$ cat config.mk
export PLATFORM = sky130hd
export DESIGN_NAME = otter_mdu_flat
export DESIGN_NICKNAME = d
export VERILOG_FILES = /design/src/rtl/otter_mdu_if.sv /design/src/rtl/otter_mdu.sv /design/src/flat_wrapper.sv
export SDC_FILE = /design/constraint.sdc
export NUM_CORES = 1
export LEC_CHECK = 0
export ABC_AREA = 0
export BUFFER_PORTS_ARGS = -buffer_cell sky130_fd_sc_hd__buf_2
export CAP_MARGIN = 30
export CORE_MARGIN = 4
export CORE_UTILIZATION = 55
export DETAILED_ROUTE_END_ITERATION = 12
export GPL_TIMING_DRIVEN = 0
export MAX_ROUTING_LAYER = met4
export PLACE_DENSITY = 0.73
export SYNTH_ARGS = -nofsm -noshare
export SYNTH_HDL_FRONTEND = slang
export SYNTH_SLANG_ARGS = --single-unit
$ cat constraint.sdc
create_clock -name clk -period 7.2 [get_ports clk]
set_input_delay 1.44 -clock clk [delete_from_list [all_inputs] [get_ports clk]]
set_output_delay 1.44 -clock clk [all_outputs]
set_load 0.02 [all_outputs]
$ cat src/rtl/otter_mdu_if.sv
// -----------------------------------------------------------------------------
// otter_mdu_if
// Request/response bundle between the execute stage and the iterative RV32M
// multiply/divide unit.
//   start   : request, sampled only while the unit is idle
//   funct3  : RV32M operation select
//   rs1/rs2 : operands (only valid in the start cycle)
//   rd_in   : destination register, captured with start
//   busy    : unit is not idle (pipeline stall)
//   done    : one-cycle result-valid pulse
//   result  : registered result, held until the next result is produced
//   w_adr   : destination register captured with the request
//   rf_we   : register-file write enable, identical to done
// Modports: master = requester (execute stage), slave = the MDU.
// -----------------------------------------------------------------------------
interface otter_mdu_if #(
    parameter int XLEN = 32
);
    logic            start;
    logic [2:0]      funct3;
    logic [XLEN-1:0] rs1;
    logic [XLEN-1:0] rs2;
    logic [4:0]      rd_in;
    logic            busy;
    logic            done;
    logic [XLEN-1:0] result;
    logic [4:0]      w_adr;
    logic            rf_we;

    modport master (
        output start, funct3, rs1, rs2, rd_in,
        input  busy, done, result, w_adr, rf_we
    );

    modport slave (
        input  start, funct3, rs1, rs2, rd_in,
        output busy, done, result, w_adr, rf_we
    );
endinterface

$ cat src/rtl/otter_mdu.sv
// -----------------------------------------------------------------------------
// otter_mdu
// Iterative RV32M multiply/divide unit. A shift-add multiplier and a restoring
// divider share one FSM, one 2*XLEN accumulator and one step counter. Signed
// operands are reduced to magnitudes at capture and the final value is negated
// on exit. Divide-by-zero and signed overflow are resolved in IDLE.
//
// Ports:
//   clk : clock, all state updates on posedge
//   rst : asynchronous, active-high reset
//   mdu : otter_mdu_if.slave (start/funct3/rs1/rs2/rd_in in;
//                             busy/done/result/w_adr/rf_we out)
//
// Configuration macro: MDU_FAST_MUL_EN
//   defined   : multiplies use one combinational 2*XLEN product and go from
//               IDLE straight to DONE; the MUL state datapath is not built.
//   undefined : multiplies iterate one multiplier bit per cycle (default).
// -----------------------------------------------------------------------------
module otter_mdu #(
    parameter int XLEN = 32
) (
    input  logic      clk,
    input  logic      rst,
    otter_mdu_if.slave mdu
);
    localparam int CW = $clog2(XLEN) + 1;

    typedef enum logic [1:0] {
        IDLE = 2'd0,
        MUL  = 2'd1,
        DIV  = 2'd2,
        DONE = 2'd3
    } state_t;

    state_t            state_reg, state_next;
    logic [CW-1:0]     count_reg, count_next;
    logic [2*XLEN-1:0] acc_reg, acc_next;      // {hi, lo} product or {rem, quot}
    logic [XLEN-1:0]   opnd_reg, opnd_next;    // multiplicand or divisor magnitude
    logic [2:0]        f3_reg, f3_next;
    logic [4:0]        rd_reg, rd_next;
    logic              neg_q_reg, neg_q_next;  // negate product / quotient
    logic              neg_r_reg, neg_r_next;  // negate remainder (dividend sign)
    logic [XLEN-1:0]   result_reg, result_next;
    logic [4:0]        w_adr_reg, w_adr_next;

    // ---------------- operand capture decode ----------------
    logic            is_mul;
    logic            signed_a, signed_b;
    logic            sign_a, sign_b;
    logic [XLEN-1:0] a_mag, b_mag;
    logic            div_by_zero, div_ovf;

    always_comb begin
        is_mul   = ~mdu.funct3[2];
        // MULH (01) and MULHSU (10) treat rs1 as signed; DIV/REM have funct3[0]=0
        signed_a = is_mul ? (mdu.funct3[1:0] == 2'b01 || mdu.funct3[1:0] == 2'b10)
                          : ~mdu.funct3[0];
        signed_b = is_mul ? (mdu.funct3[1:0] == 2'b01) : ~mdu.funct3[0];
        sign_a   = signed_a & mdu.rs1[XLEN-1];
        sign_b   = signed_b & mdu.rs2[XLEN-1];
        a_mag    = sign_a ? (~mdu.rs1 + 1'b1) : mdu.rs1;
        b_mag    = sign_b ? (~mdu.rs2 + 1'b1) : mdu.rs2;
        div_by_zero = (mdu.rs2 == '0);
        div_ovf     = ~mdu.funct3[0]
                    && (mdu.rs1 == {1'b1, {(XLEN-1){1'b0}}})
                    && (mdu.rs2 == {XLEN{1'b1}});
    end

    function automatic logic [XLEN-1:0] sel_mul(input logic [2:0] f3,
                                                input logic [2*XLEN-1:0] p);
        // MUL returns the low half, every other multiply the high half
        return (f3[1:0] == 2'b00) ? p[XLEN-1:0] : p[2*XLEN-1:XLEN];
    endfunction

    // ---------------- divide step ----------------
    logic [XLEN:0]     div_shift, div_diff;
    logic [2*XLEN-1:0] div_step;
    logic [XLEN-1:0]   div_q, div_r;
    logic [XLEN-1:0]   div_final;

    always_comb begin
        div_shift = {acc_reg[2*XLEN-1:XLEN], acc_reg[XLEN-1]};
        div_diff  = div_shift - {1'b0, opnd_reg};
        if (!div_diff[XLEN])
            div_step = {div_diff[XLEN-1:0], acc_reg[XLEN-2:0], 1'b1};
        else
            div_step = {div_shift[XLEN-1:0], acc_reg[XLEN-2:0], 1'b0};
        div_q = div_step[XLEN-1:0];
        div_r = div_step[2*XLEN-1:XLEN];
        if (f3_reg[1])
            div_final = neg_r_reg ? (~div_r + 1'b1) : div_r;
        else
            div_final = neg_q_reg ? (~div_q + 1'b1) : div_q;
    end

`ifdef MDU_FAST_MUL_EN
    // ---------------- single-cycle multiply ----------------
    logic [2*XLEN-1:0] fast_prod, fast_signed;
    always_comb begin
        fast_prod   = {{XLEN{1'b0}}, a_mag} * {{XLEN{1'b0}}, b_mag};
        fast_signed = (sign_a ^ sign_b) ? (~fast_prod + 1'b1) : fast_prod;
    end
`else
    // ---------------- shift-add multiply step ----------------
    // Low half holds the unconsumed multiplier bits; each step adds the
    // multiplicand into the high half on a 1 bit and shifts right.
    logic [XLEN:0]     mul_sum;
    logic [2*XLEN-1:0] mul_step, mul_signed;
    always_comb begin
        mul_sum  = {1'b0, acc_reg[2*XLEN-1:XLEN]} + {1'b0, opnd_reg};
        if (acc_reg[0])
            mul_step = {mul_sum, acc_reg[XLEN-1:1]};
        else
            mul_step = {1'b0, acc_reg[2*XLEN-1:1]};
        mul_signed = neg_q_reg ? (~mul_step + 1'b1) : mul_step;
    end
`endif

    // ---------------- next-state / datapath ----------------
    always_comb begin
        state_next  = state_reg;
        count_next  = count_reg;
        acc_next    = acc_reg;
        opnd_next   = opnd_reg;
        f3_next     = f3_reg;
        rd_next     = rd_reg;
        neg_q_next  = neg_q_reg;
        neg_r_next  = neg_r_reg;
        result_next = result_reg;
        w_adr_next  = w_adr_reg;

        case (state_reg)
            IDLE: begin
                if (mdu.start) begin
                    f3_next    = mdu.funct3;
                    rd_next    = mdu.rd_in;
                    count_next = '0;
                    neg_q_next = sign_a ^ sign_b;
                    neg_r_next = sign_a;
                    if (is_mul) begin
`ifdef MDU_FAST_MUL_EN
                        state_next  = DONE;
                        result_next = sel_mul(mdu.funct3, fast_signed);
                        w_adr_next  = mdu.rd_in;
`else
                        state_next = MUL;
                        acc_next   = {{XLEN{1'b0}}, b_mag};
                        opnd_next  = a_mag;
`endif
                    end else if (div_by_zero) begin
                        state_next  = DONE;
                        result_next = mdu.funct3[1] ? mdu.rs1 : {XLEN{1'b1}};
                        w_adr_next  = mdu.rd_in;
                    end else if (div_ovf) begin
                        state_next  = DONE;
                        result_next = mdu.funct3[1] ? '0 : {1'b1, {(XLEN-1){1'b0}}};
                        w_adr_next  = mdu.rd_in;
                    end else begin
                        state_next = DIV;
                        acc_next   = {{XLEN{1'b0}}, a_mag};
                        opnd_next  = b_mag;
                    end
                end
            end
`ifndef MDU_FAST_MUL_EN
            MUL: begin
                acc_next   = mul_step;
                count_next = count_reg + 1'b1;
                if (count_reg == CW'(XLEN-1)) begin
                    state_next  = DONE;
                    result_next = sel_mul(f3_reg, mul_signed);
                    w_adr_next  = rd_reg;
                end
            end
`endif
            DIV: begin
                acc_next   = div_step;
                count_next = count_reg + 1'b1;
                if (count_reg == CW'(XLEN-1)) begin
                    state_next  = DONE;
                    result_next = div_final;
                    w_adr_next  = rd_reg;
                end
            end
            DONE:    state_next = IDLE;
            default: state_next = IDLE;
        endcase
    end

    always_ff @(posedge clk or posedge rst) begin
        if (rst) begin
            state_reg  <= IDLE;
            count_reg  <= '0;
            acc_reg    <= '0;
            opnd_reg   <= '0;
            f3_reg     <= '0;
            rd_reg     <= '0;
            neg_q_reg  <= 1'b0;
            neg_r_reg  <= 1'b0;
            result_reg <= '0;
            w_adr_reg  <= '0;
        end else begin
            state_reg  <= state_next;
            count_reg  <= count_next;
            acc_reg    <= acc_next;
            opnd_reg   <= opnd_next;
            f3_reg     <= f3_next;
            rd_reg     <= rd_next;
            neg_q_reg  <= neg_q_next;
            neg_r_reg  <= neg_r_next;
            result_reg <= result_next;
            w_adr_reg  <= w_adr_next;
        end
    end

    assign mdu.busy   = (state_reg != IDLE);
    assign mdu.done   = (state_reg == DONE);
    assign mdu.rf_we  = (state_reg == DONE);
    assign mdu.result = result_reg;
    assign mdu.w_adr  = w_adr_reg;
endmodule

$ cat src/flat_wrapper.sv
// flat-port wrapper written by rule: the top's interface ports become plain ports
module otter_mdu_flat 
#(
    parameter int XLEN = 32
)
  (clk, rst, mdu_start, mdu_funct3, mdu_rs1, mdu_rs2, mdu_rd_in, mdu_busy, mdu_done, mdu_result, mdu_w_adr, mdu_rf_we);
  otter_mdu_if #(.XLEN(XLEN)) mdu_i ();
  input  logic clk;
  input  logic rst;
  input wire logic [$bits(mdu_i.start)-1:0] mdu_start;
  input wire logic [$bits(mdu_i.funct3)-1:0] mdu_funct3;
  input wire logic [$bits(mdu_i.rs1)-1:0] mdu_rs1;
  input wire logic [$bits(mdu_i.rs2)-1:0] mdu_rs2;
  input wire logic [$bits(mdu_i.rd_in)-1:0] mdu_rd_in;
  output wire logic [$bits(mdu_i.busy)-1:0] mdu_busy;
  output wire logic [$bits(mdu_i.done)-1:0] mdu_done;
  output wire logic [$bits(mdu_i.result)-1:0] mdu_result;
  output wire logic [$bits(mdu_i.w_adr)-1:0] mdu_w_adr;
  output wire logic [$bits(mdu_i.rf_we)-1:0] mdu_rf_we;
  assign mdu_i.start = mdu_start;
  assign mdu_i.funct3 = mdu_funct3;
  assign mdu_i.rs1 = mdu_rs1;
  assign mdu_i.rs2 = mdu_rs2;
  assign mdu_i.rd_in = mdu_rd_in;
  assign mdu_busy = mdu_i.busy;
  assign mdu_done = mdu_i.done;
  assign mdu_result = mdu_i.result;
  assign mdu_w_adr = mdu_i.w_adr;
  assign mdu_rf_we = mdu_i.rf_we;
  otter_mdu #(.XLEN(XLEN)) u_core (.clk(clk), .rst(rst), .mdu(mdu_i));
endmodule
# == Word level (Yosys, flattened, before mapping) ==
# Index checks and enable logic that the tools add are counted.
# classes
add_sub_neg,8
n_eq_ne,18
n_reduce_logical,17
bitwise,9
muxes,42
# ops
operator,count
$mux 32,17
$mux 64,7
$pmux 64 s3,1
$add 32x1->32 const B,4
$not 32->32,4
$pmux 32 s3,1
$add 64x1->64 const B,1
$eq 32x32->1 const B,2
$not 64->64,1
$add 32x32->33,1
$sub 33x32->33,1
$logic_not 32->1,1
$mux 5,5
$pmux 6 s2,1
$pmux 5 s2,1
$mux 2,4
$ne 2x2->1 const B,4
$reduce_and 4->1,2
$add 6x1->6 const B,1
$eq 2x2->1 const B,3
$eq 6x5->1 const B,1
$mux 6,1
$ne 2x1->1 const B,3
$ne 3x3->1 const B,2
16 further kinds,25
# totals
output_inout_bits,40
ff_bits,150
inputBits,75
wordCells,104

# == Depth between registers and ports, before layout ==
# depth
ltp_word,10
depth_mapped,23

# == Least setup slack after synthesis ==
# No wires, ideal clock.
# synth_timing
path_kind,register -> register
from,register u_core.acc_reg[31]
to,"register u_core.result_reg[30], in the netlist u_core.mdu.result[30]"
n_path_buf,3
t_required_ps,7076
setup_slack_ps,2089
setup_time_ps,124
path_stages_with_launch,21
arrival_ps,4987
path_cell_list,dfrtp_1 -> inv_1 -> ha_1 -> fa_1 -> nand2b_1 -> a21oi_1 -> o21ai_1 -> o21ai_1 -> a21boi_1 -> nor3_2 -> buf_2 -> buf_2 -> buf_1 -> nand2_1 -> o21ai_0 -> ha_1 -> inv_1 -> a2111o_1 -> nor3_1 -> mux2_2 -> a211o_1
# synth_via
elab_chain_cells,8
elab_cells_between_ends,17
# synth_rtl
item,line_no,rtl
"start, declared",otter_mdu.sv:37,"logic [2*XLEN-1:0] acc_reg, acc_next;"
"start signal, assigned",otter_mdu.sv:205,acc_reg <= acc_next;
$sub 33x32->33,otter_mdu.sv:83,"div_diff = div_shift - {1'b0, opnd_reg};"
$mux 64,otter_mdu.sv:84,if (!div_diff[XLEN])
$not 32->32 (on tied branches),"otter_mdu.sv:93, otter_mdu.sv:91",
$add 32x1->32 (on tied branches),"otter_mdu.sv:93, otter_mdu.sv:91",
$mux 32 (on tied branches),"otter_mdu.sv:93, otter_mdu.sv:91",
$mux 32,otter_mdu.sv:90,if (f3_reg[1])
$mux 32,otter_mdu.sv:179,if (count_reg == CW'(XLEN-1)) begin
$pmux 32 s3 *,otter_mdu.sv:132,case (state_reg)
"end signal, assigned",otter_mdu.sv:211,result_reg <= result_next;
"end, declared",otter_mdu.sv:43,"logic [XLEN-1:0] result_reg, result_next;"
# Every way passes the cells marked *; elsewhere a longest branch is shown, timed or not. The select of a mux whose other input is x is not followed.
# A chain may end at the register's enable or synchronous reset.

# == Final worst setup path ==
# layout_timing
from,register u_core.acc_reg[31]
to,"register u_core.result_reg[28], in the netlist u_core.mdu.result[28]"
# Same word-level chain as after synthesis.

==> flow_summary.ini <==
[clock_tree]
clockBufferDepth = 2
clock-sinks = 150
ctsRootBufferMaster = clkbuf_16
numCtsBuffers = 17
htreeDepth = 4
cts_setup_buffers = 0
cts_hold_buf = 0
clkLatencyLatePin_ns = 0.46
cts_tree = done
clk_pin_slew_ns = 0.07

[global_route]
antenna_found_initial = 3
grt_usage_pct = 44.8
first_global_vias = 20047
grt_max_degree = 97
grt_pass1_wl_um = 120000
overflow = 0

[placed_design]
dp_cells = 3085
place_hpwl_um = 63600
dpl_cell_area_sq_mm = 0.0191
place_congestion = 1.12
dpl_worst_slack_ns = 0.0876
io_buffers = 112

[logic_synthesis]
synth_top_area_share_pct = 20.9
synth_area_sq_mm = 0.0179
ys_top_cells_by_area = dfrtp_1 (21%), o21ai_0 (7.7%), nand2_1 (6.9%), a21oi_1 (6.1%), ha_1 (5.3%)
synth_top_area_cell = dfrtp_1
yosysWarnings = 0
synth.distinct_cells = 93
ys_top_cells_by_count = nand2_1 (328), o21ai_0 (277), nor2_1 (220)
synth_nets = 2684
synthCells = 2531
synth-seq-area-share_pct = 20.9
synth-async-reset-ratio_pct = 100
synth_most_common_cell = nand2_1
ys_ff_latch = 150
synth_edf_count = 0
avgSynthCellArea_sq_um = 7.08
synth_top_flop_cell = dfrtp_1

[power]
ir_drop_uv = 242
power_density_mw_per_mm2 = 576
leakage_nw = 7.97

[min_path]
hold_depth = 2
holdCritPathClass = register to register

[route]
detail_route.wl_per_cell_um = 25.7
drt_wl_total_um = 80200
drtIter0Drc = 3125
vias = 21568
viasPerCell = 6.91
ant_nets = 0
drc = 0
dr.pass1.iters = 9

[worst_setup_path]
end_kind = register
worstPathCellList = inv_1 > ha_1 > fa_1 > nand2b_1 > a21oi_1 > o21ai_1 > o21ai_2 > a21boi_1 > nor3_4 > buf_2 > buf_2 > clkbuf_2 > nand2_1 > o21ai_0 > ha_1 > inv_1 > a2111o_1 > o31ai_1 > xor2_1 > or4_1 > nand3_1
crit_start = u_core.acc_reg[31]$_DFFE_PP0P_
timing.rr.end = u_core.mdu.result[28]$_DFFE_PP0P_
ff2ff_setup_slack_ns = 0.38
path_depth = 21
path_class = register to register
reg2reg_depth = 21
r2r_start = u_core.acc_reg[31]$_DFFE_PP0P_
crit_end = u_core.mdu.result[28]$_DFFE_PP0P_
crit_buf_inv = 5
cpLargestDelayFamily = compound AO/OA/AOI/OAI gates
worstPathRequired_ns = 7.59
cp_max_fo = 10
cpPeakStageDelay_ns = 0.57
cp-start-kind = register
cp_slowest_cell = dfrtp_1
critical_path_arrival_ns = 7.21

[sta]
fin_crit_sh_pct = 94.7
timing.final.hold_violations = 0
max_freq_mhz = 147
rsz0062_at_grt = no
slew-limit-headroom_pct = 28.2
setup_viol = 0
finalMaxSlewViolations = 0
worst_pin_slew_ns = 1.07
post-route-min-period_ns = 6.82
fin_ws_ns = 0.381
skew_ns = 0.00791
hold_ws_ns = 0.477

[run_status]
run_status = finished, final reports clean

[final_layout]
nets = 2823
final_area_sq_mm = 0.0197
layout-area-overhead-vs-synth_pct = 10.0
nFillCells = 3100
drive_above_1_share_pct = 8.65
largest_reg_flops = 64
finalNonFillerCells = 3121

[floorplan]
dieArea_sq_mm = 0.0355
die_h_um = 189
start_util_pct = 56.2
core_sq_mm = 0.0319
ios = 115
die_w_um = 189
rows = 65

[job]
drv_cap = 0
## layer usage
| metal | GRT usage (%) | up-vias | share of wire (%) |
|---|---|---|---|
| li1 | - | 9542 | - |
| met1 | 55.6 | 10081 | 38 |
| met2 | 68.5 | 1558 | 44 |
| met3 | 9.04 | 387 | 12 |
| met4 | 25.1 | 0 | 6.9 |
| met5 | - | - | 0 |
## metrics by stage
step	utilization (%)	TNS (ns)	power [mW]
floorplan	-	0	7.17
global placement	59.7	-27.87	9.74
detailed placement	59.9	0	9.90
CTS	61.8	0	10.9
global route	61.9	0	11.9
finish	61.9	0	11.4
## cell type report
cell class | count | area (sq um) | area share (%)
Inverter | 75 | 287 | 1.45
Tap cell | 435 | 544 | 2.76
Clock inverter | 13 | 145 | 0.736
Sequential cell | 150 | 3750 | 19.0
Timing Repair Buffer | 120 | 639 | 3.24
Multi-Input combinational cell | 2120 | 13200 | 66.8
Antenna cell | 3 | 7.51 | 0.0381
Buffer | 186 | 729 | 3.70
Clock buffer | 19 | 443 | 2.25
## placed cells by master (no fill, tap or decap), drive strengths merged, types with 64 or more instances in the layout
cell and instances:
nand2 330, o21ai 311, nor2 221, a21oi 219
clkbuf 179, dfrtp 150, buf 146, xnor2 104
xor2 92, inv 78, ha 76, nor3 64
## worst min-delay path by stage
stage                                     start                          endpoint  slack, ns
6_report       u_core.mdu.result[0]$_DFFE_PP0P_  u_core.mdu.result[0]$_DFFE_PP0P_       0.48
3_3_place_gp   u_core.mdu.result[3]$_DFFE_PP0P_  u_core.mdu.result[3]$_DFFE_PP0P_       0.45
2_1_floorplan   u_core.count_reg[4]$_DFFE_PP0P_   u_core.count_reg[4]$_DFFE_PP0P_       0.46
4_1_cts        u_core.mdu.result[0]$_DFFE_PP0P_  u_core.mdu.result[0]$_DFFE_PP0P_       0.48
5_1_grt        u_core.mdu.result[6]$_DFFE_PP0P_  u_core.mdu.result[6]$_DFFE_PP0P_       0.51
3_5_place_dp   u_core.mdu.result[0]$_DFFE_PP0P_  u_core.mdu.result[0]$_DFFE_PP0P_       0.47
## logic make-up (layout without fill, tap and decap cells)
group	after synthesis	in the layout	synth area share, %
DFF	150	150	20.9
other	0	3	0
and+or+nand+nor	894	894	23.6
buffers and inverters	261	413	5.62
adders and majority gates	78	78	5.53
AOI/OAI and AO/OA	900	900	31.7
muxes	52	52	3.07
xor gates and xnor gates	196	196	9.58
## power breakdown
part	internal [mW]	switching, mW	total [mW]
sequential	1.20	0.398	1.60
combinational	2.77	6.06	8.83
clock	0.523	0.406	0.929
total	4.49	6.86	11.4
## timing repair
| action | in CTS | in global routing |
|---|---|---|
| gates resized for setup | 0 | 6 |
| endpoints found under the hold margin | 0 | 0 |
| setup endpoints to repair | 0 | 13 |
## tightest hold or removal path: cells and delay by family (launching register included)
kind / cells / cell delay (ns)
AOI/OAI and AO/OA: 1 / 0.06
DFF: 1 / 0.34
and+or+nand+nor: 1 / 0.04
Note: power is estimated with default switching activity, not from simulation.
